## src/rtl/mem_arbiter.sv

```systemverilog
// Purpose: single-port 16-bit memory shared by instruction fetch and data ports; data has priority,
//          a starvation counter forces a fetch grant after STARVE_MAX data grants past a waiting fetch.
// Latency: grant edge -> mem_en for MEM_LAT cycles -> one-cycle ack; next grant may issue in the ack cycle.
// Backpressure: requesters hold req until ack; stall = pending request not yet acked (combinational).
// Ports: clk/rst (async active-high); if_req/if_addr -> if_rdata/if_ack; d_req/d_we/d_addr/d_wdata
//        -> d_rdata/d_ack; stall; mem_en/mem_we/mem_addr/mem_wdata -> memory, mem_rdata <- memory.
module mem_arbiter #(
   parameter int ADDR_W     = 16,
   parameter int DATA_W     = 16,
   parameter int MEM_LAT    = 2,
   parameter int STARVE_MAX = 4
) (
   input  logic              clk,
   input  logic              rst,
   input  logic              if_req,
   input  logic [ADDR_W-1:0] if_addr,
   output logic [DATA_W-1:0] if_rdata,
   output logic              if_ack,
   input  logic              d_req,
   input  logic              d_we,
   input  logic [ADDR_W-1:0] d_addr,
   input  logic [DATA_W-1:0] d_wdata,
   output logic [DATA_W-1:0] d_rdata,
   output logic              d_ack,
   output logic              stall,
   output logic              mem_en,
   output logic              mem_we,
   output logic [ADDR_W-1:0] mem_addr,
   output logic [DATA_W-1:0] mem_wdata,
   input  logic [DATA_W-1:0] mem_rdata
);

   localparam int CNT_W = $clog2(MEM_LAT + 1);
   localparam int STV_W = $clog2(STARVE_MAX + 1);
   localparam logic [CNT_W-1:0] LAST_CNT = CNT_W'(MEM_LAT);
   localparam logic [CNT_W-1:0] CNT_ONE  = CNT_W'(1);
   localparam logic [STV_W-1:0] STV_MAX  = STV_W'(STARVE_MAX);
   localparam logic [STV_W-1:0] STV_ONE  = STV_W'(1);

   typedef enum logic {IDLE, BUSY} state_t;

   state_t            state_q, state_d;
   logic              gnt_q, gnt_d;            // 0 = fetch owns memory, 1 = data
   logic [CNT_W-1:0]  cnt_q, cnt_d;
   logic [STV_W-1:0]  starve_q, starve_d;
   logic              mem_en_q, mem_en_d;
   logic              mem_we_q, mem_we_d;
   logic [ADDR_W-1:0] mem_addr_q, mem_addr_d;
   logic [DATA_W-1:0] mem_wdata_q, mem_wdata_d;
   logic              if_ack_q, if_ack_d;
   logic              d_ack_q, d_ack_d;
   logic [DATA_W-1:0] if_rdata_q, if_rdata_d;
   logic [DATA_W-1:0] d_rdata_q, d_rdata_d;

   logic if_elig;
   logic d_elig;

   // A request still held high during its own ack cycle is already served.
   assign if_elig = if_req & ~if_ack_q;
   assign d_elig  = d_req  & ~d_ack_q;

   always_comb begin
      state_d     = state_q;
      gnt_d       = gnt_q;
      cnt_d       = cnt_q;
      starve_d    = starve_q;
      mem_en_d    = mem_en_q;
      mem_we_d    = mem_we_q;
      mem_addr_d  = mem_addr_q;
      mem_wdata_d = mem_wdata_q;
      if_ack_d    = 1'b0;
      d_ack_d     = 1'b0;
      if_rdata_d  = if_rdata_q;
      d_rdata_d   = d_rdata_q;

      case (state_q)
         IDLE: begin
            if (d_elig && (!if_elig || (starve_q != STV_MAX))) begin
               gnt_d       = 1'b1;
               mem_en_d    = 1'b1;
               mem_we_d    = d_we;
               mem_addr_d  = d_addr;
               mem_wdata_d = d_wdata;
               cnt_d       = CNT_ONE;
               state_d     = BUSY;
               // Data only wins over a waiting fetch below STV_MAX, so this never overflows.
               if (if_elig) starve_d = starve_q + STV_ONE;
            end else if (if_elig) begin
               gnt_d       = 1'b0;
               mem_en_d    = 1'b1;
               mem_we_d    = 1'b0;
               mem_addr_d  = if_addr;
               mem_wdata_d = '0;
               cnt_d       = CNT_ONE;
               starve_d    = '0;
               state_d     = BUSY;
            end
         end
         BUSY: begin
            if (cnt_q == LAST_CNT) begin
               if (gnt_q) begin
                  d_rdata_d = mem_rdata;
                  d_ack_d   = 1'b1;
               end else begin
                  if_rdata_d = mem_rdata;
                  if_ack_d   = 1'b1;
               end
               mem_en_d = 1'b0;
               mem_we_d = 1'b0;
               cnt_d    = '0;
               state_d  = IDLE;
            end else begin
               cnt_d = cnt_q + CNT_ONE;
            end
         end
         default: state_d = IDLE;
      endcase
   end

   always_ff @(posedge clk or posedge rst) begin
      if (rst) begin
         state_q     <= IDLE;
         gnt_q       <= 1'b0;
         cnt_q       <= '0;
         starve_q    <= '0;
         mem_en_q    <= 1'b0;
         mem_we_q    <= 1'b0;
         mem_addr_q  <= '0;
         mem_wdata_q <= '0;
         if_ack_q    <= 1'b0;
         d_ack_q     <= 1'b0;
         if_rdata_q  <= '0;
         d_rdata_q   <= '0;
      end else begin
         state_q     <= state_d;
         gnt_q       <= gnt_d;
         cnt_q       <= cnt_d;
         starve_q    <= starve_d;
         mem_en_q    <= mem_en_d;
         mem_we_q    <= mem_we_d;
         mem_addr_q  <= mem_addr_d;
         mem_wdata_q <= mem_wdata_d;
         if_ack_q    <= if_ack_d;
         d_ack_q     <= d_ack_d;
         if_rdata_q  <= if_rdata_d;
         d_rdata_q   <= d_rdata_d;
      end
   end

   assign stall     = (if_req & ~if_ack_q) | (d_req & ~d_ack_q);
   assign mem_en    = mem_en_q;
   assign mem_we    = mem_we_q;
   assign mem_addr  = mem_addr_q;
   assign mem_wdata = mem_wdata_q;
   assign if_ack    = if_ack_q;
   assign d_ack     = d_ack_q;
   assign if_rdata  = if_rdata_q;
   assign d_rdata   = d_rdata_q;

endmodule

```

## config.mk

```make
export PLATFORM = sky130hd
export DESIGN_NAME = mem_arbiter
export DESIGN_NICKNAME = d
export VERILOG_FILES = /design/src/rtl/mem_arbiter.sv
export SDC_FILE = /design/constraint.sdc
export NUM_CORES = 1
export LEC_CHECK = 0
export CAP_MARGIN = 20
export CORE_MARGIN = 2
export CORE_UTILIZATION = 46
export CTS_CLUSTER_SIZE = 25
export DETAILED_ROUTE_END_ITERATION = 6
export PLACE_DENSITY = 0.85
export SLEW_MARGIN = 10
export SYNTH_ARGS = -nofsm -noshare
export SYNTH_HDL_FRONTEND = slang
export SYNTH_SLANG_ARGS = --single-unit
```

## constraint.sdc

```tcl
create_clock -name clk -period 5.5 [get_ports clk]
set_input_delay 1.1 -clock clk [delete_from_list [all_inputs] [get_ports clk]]
set_output_delay 1.1 -clock clk [all_outputs]
set_load 0.005 [all_outputs]
```

; Word-level counts from Yosys, hierarchy flattened
; Cells that the tools add are included.
[word_totals]
reg_bits = 75
input_bits = 69
out_inout_bits = 69
elab_cells = 63
[op_classes]
addsub = 2
eq_ne = 4
muxes = 29
bitwise_logic = 7
n_reduce_logical = 9
[op_table]
columns = cell, count
row1 = two-way mux 16 bit, 4
row2 = two-way mux 1 bit, 15
row3 = two-way mux 3 bit, 3
row4 = two-way mux 2 bit, 3
row5 = inequality test 3 bit (second input constant), 2
row6 = one-hot mux 1 bit (2 select lines), 3
row7 = AND reduction 2 bit, 3
row8 = AND reduction 3 bit, 2
row9 = inverter 1 bit, 4
row10 = one-hot mux 2 bit (2 select lines), 1
row11 = adder 3 x 1 -> 3 bit (second input constant), 1
row12 = adder 2 x 1 -> 2 bit (second input constant), 1
row13 = AND 1 bit, 2
row14 = == test 2 bit (second input constant), 1
row15 = inequality test 2 x 1 -> 1 bit (second input constant), 1
row16 = nonzero test 2 bit, 1
row17 = logical AND 1 bit, 1
row18 = zero test 1 bit, 1
row19 = logical OR 1 bit, 1
row20 = OR 1 bit, 1

; Longest topological paths before layout
[logic_depth]
depth_word = 7
depth_mapped = 7
mapped_depth_nobuf = 5

; Worst setup path before layout
; Ideal clock, no wire load.
[synth_timing]
path_kind = input to output
start = input port d_req
end = output port stall
arrival_ps = 1619
required_ps = 4400
slack_ps = 2781
stages = 4
path_buffers = 2
cell_sequence = nand2b_1 buf_6 clkbuf_1 nand2_1
[synth_via]
elab_chain_len = 2
[synth_rtl]
columns = element, line
row1 = "start, declared", 19  ; input logic d_req,
row2 = AND 1 bit, 150  ; assign stall = (if_req & ~if_ack_q) | (d_req & ~d_ack_q);
row3 = OR 1 bit, 150
row4 = "end, declared", 25  ; output logic stall,
; Every way passes these cells.

; Final worst setup path
; Ends and elaborated chain as after synthesis.

==> impl_metrics.toml <==
[sta]
finalSetupTns_ps = 0
timing.fmax_mhz = 266
min_period_over_period_pct = 68.4
post-route-worst-setup-slack_ps = 1740
worst-slew-pin-transition_ps = 696
setup_violations = 0
final-hold-violation-count = 0
maxSlewHeadroom_pct = 53.4
rsz_0062_raised_after_global_routing = "no"
slew_viol_final = 0
timing.final.crit_period_ps = 3760
finClkSkew_ps = 14.2

[yosys]
yosys_warnings = 0
postSynthCellCount = 245
ffs_latches_synth = 75
synthMuxAreaShare_pct = 10.7
post_synth_fa_ha_maj_area_fraction_pct = 0.743
main_combinational_cell_family_by_area_after_synthesis = "compound AO/OA/AOI/OAI gates"
seq_area_frac_synth_pct = 55.7
post_synth_xor_area_fraction_pct = 0
synthesis.area_um2 = 3370
synth_enable_flop_cells = 0
synth-main-ff-cell = "dfrtp_1"
post-synth-top-area-fraction_pct = 55.7
mean_instance_size_in_the_synthesized_netlist_um2 = 13.7
synth.largest_area_cell = "dfrtp_1"
synth.top_cells.by_area = "dfrtp_1, mux2_2, a22o_1"
synth_nets = 316
synth_cell_types = 36
async_reset_ff_share_pct = 100
synthSimpleGateAreaFrac_pct = 8.73
synth_compound_area_share_pct = 19.4

[finish]
fin_nets = 448
antenna_cells_inserted = 0
drive_above_1_share_pct = 14.9
synthToLayoutAreaGrowth_pct = 47.2

[worst_setup_path]
critPathBufInv = 2
critical_path_required_ps = 4400
worst-endpoint-arrival_ps = 2660
critPathSlowestCell = "clkdlybuf4s50_1"
critical_path_cell_by_cell = "clkdlybuf4s50_1 > nand2b_2 > nand2_1 > clkdlybuf4s50_1"
path_max_fanout = 17
reg2reg_depth = 4
critical-path-top-delay-family = "buffers and inverters"
cp_num_cells = 4
critical_path.endpoint_type = "output port"
max_stage_delay_ps = 810
setup.worst_path.start_class = "input port"
worst-setup-path-type = "in2out"
crit_top_cell = "clkdlybuf4s50_1"

[detailed_routing]
drt-total-wl_um = 8300
route.detailed.wl_per_inst_um = 17.2
route.detailed.drc = 0
final_antenna_net_count = 0
drtPass1Iterations = 4
routed_via_density = 5.42
dr_total_vias = 2609
drt_iter0_markers = 130

[clocking]
buffers_inserted_by_post_cts_timing_repair = 0
clk-insertion-delay-late_ps = 350
htree_num_levels = 3
cts-root-buf = "clkbuf_8"
numCtsBuffers = 9
max-clock-path-buffers = 2
ctsHoldBuffers = 0
tritoncts = "yes"
clock_sink_total = 75
worst_setup_hold_path_clk_slew_ps = 70
post_cts_resize_count = 0

[place]
hpwlAfterDp_um = 5760
gp_routability_congestion = 0.784
port_buffers = 137
detailedPlace.worstSlack_ps = 1780

[power_and_ir_drop]
power_frac_clock_pct = 15.7
sequential_power_share_pct = 39.0
cell_internal_pwr_mw = 1.75
power.switching_fraction_pct = 30.9
power.static_leakage_nw = 2.07
powerDensity_nw_per_um2 = 511
irDropWorstVdd_mv = 0.275
comb_power_share_pct = 45.3
switching_power_uw = 784

[worst_hold_path]
worst_hold_path_type = "reg2reg"
hold_depth = 1

[global_route]
globalRouteTotalUtil_pct = 20.7
gr-total-overflow = 0
number_of_antenna_violations_at_the_first_check_in_global_routing = 0
number_of_global_route_vias_before_repair = 2597
grt_max_degree = 48
grt_first_pass_wirelength_um = 12500

[floorplan]
die_w_um = 89.6
io_pins = 138
placement_rows = 31
floorplan.initialDensity_pct = 46.9
core_region_area_um2 = 7180
fp.dieArea_um2 = 8020
die-height_um = 89.6

[status]
result_of_the_run = "completed"

[run]
timing.max_cap.violations = 0
-- power by group through the flow --
stage,Combinational (mW),Clock [mW],Sequential [mW]
after floorplan,0.523,0,0.991
after global placement,1.13,0,0.981
after detailed placement,1.15,0,0.995
after CTS,1.16,0.403,0.989
after global routing,1.25,0.430,1.02
final,1.15,0.398,0.987
-- final cells by class --
class | count | area (um2)
fill | 527 | 2220
inverter | 4 | 15.0
sequential | 75 | 1880
clock buffer | 10 | 138
multi-input combinational | 145 | 1340
clock inverter | 6 | 47.5
tap | 99 | 124
timing repair buffer | 142 | 1420
-- synth_stat cells (2+ instances only) --
cell       number
a21o_1          2
a221oi_1        8
a221oi_2        8
a22o_1         17
a2bb2oi_1      16
and3b_1        16
buf_2           4
buf_4           2
buf_6           7
clkbuf_1        7
dfrtp_1        75
ha_1            2
inv_1           4
mux2_1         12
mux2_2         20
nand2_1         4
nand2b_1        2
nand3b_1        2
nor3b_1         2
o21a_1          2
o21ai_0        17
o21ai_1         2
-- placed cells by master, fill, tap and decap left out, types with 2 or more instances in the layout --
cell / n
clkdlybuf4s50_1: 137
dfrtp_1: 75
mux2_2: 20
o21ai_0: 17
a22o_1: 17
and3b_1: 16
a2bb2oi_1: 16
mux2_1: 12
clkbuf_8: 10
a221oi_1: 8
a221oi_2: 8
nand2_1: 4
buf_4: 4
inv_1: 3
a21o_1: 2
nor3b_1: 2
nand3b_1: 2
o21ai_1: 2
o21a_1: 2
ha_1: 2
inv_6: 2
clkinv_4: 2
-- worst paths after layout --
kind	start	endpoint	slack, ps
min in group asynchronous	rst	if_rdata[14]	990
hold reg to reg	if_rdata[0]	if_rdata[0]	490
hold / removal	if_rdata[0]	if_rdata[0]	490
setup reg to reg	d_ack	mem_we	3350
max in group asynchronous	rst	if_rdata[15]	3590
setup / recovery	d_req	stall	1740
-- state kept, by name (all words and copies together) (netlist names) --
name	cells
d_rdata	16
if_rdata	16
mem_addr	16
mem_wdata	16
starve_q	3
cnt_q	2
d_ack	1
gnt_q	1
if_ack	1
mem_en	1
mem_we	1
state_q	1
-- metrics by stage --
step	std cells	hold WS (ps)	power, mW	util [%]	cell area, um2
detailed placement	464	478	2.15	66.2	4750
finish	481	488	2.53	69.1	4960
CTS	480	495	2.55	68.8	4940
global route	481	519	2.70	69.1	4960
global placement	464	461	2.11	66.2	4750
floorplan	245	465	1.51	-	3370
-- kinds of logic (layout without fill, tap and decap cells) --
group / after synthesis / count (layout)
compound gates: 77 / 77
fa+ha+maj: 2 / 2
buf+inv: 25 / 162
flops: 75 / 75
mux: 32 / 32
simple gates: 34 / 34
-- routing by layer --
layer	up-vias	wire length, um	part of all wire, %	GRT usage (%)
met3	11	650	7.8	7.04
met2	102	4110	50	34.2
met4	0	129	1.6	6.92
met1	1289	3410	41	25.6
met5	-	0	0	0
li1	1207	-	-	-
(Power assumes the default switching activity.)
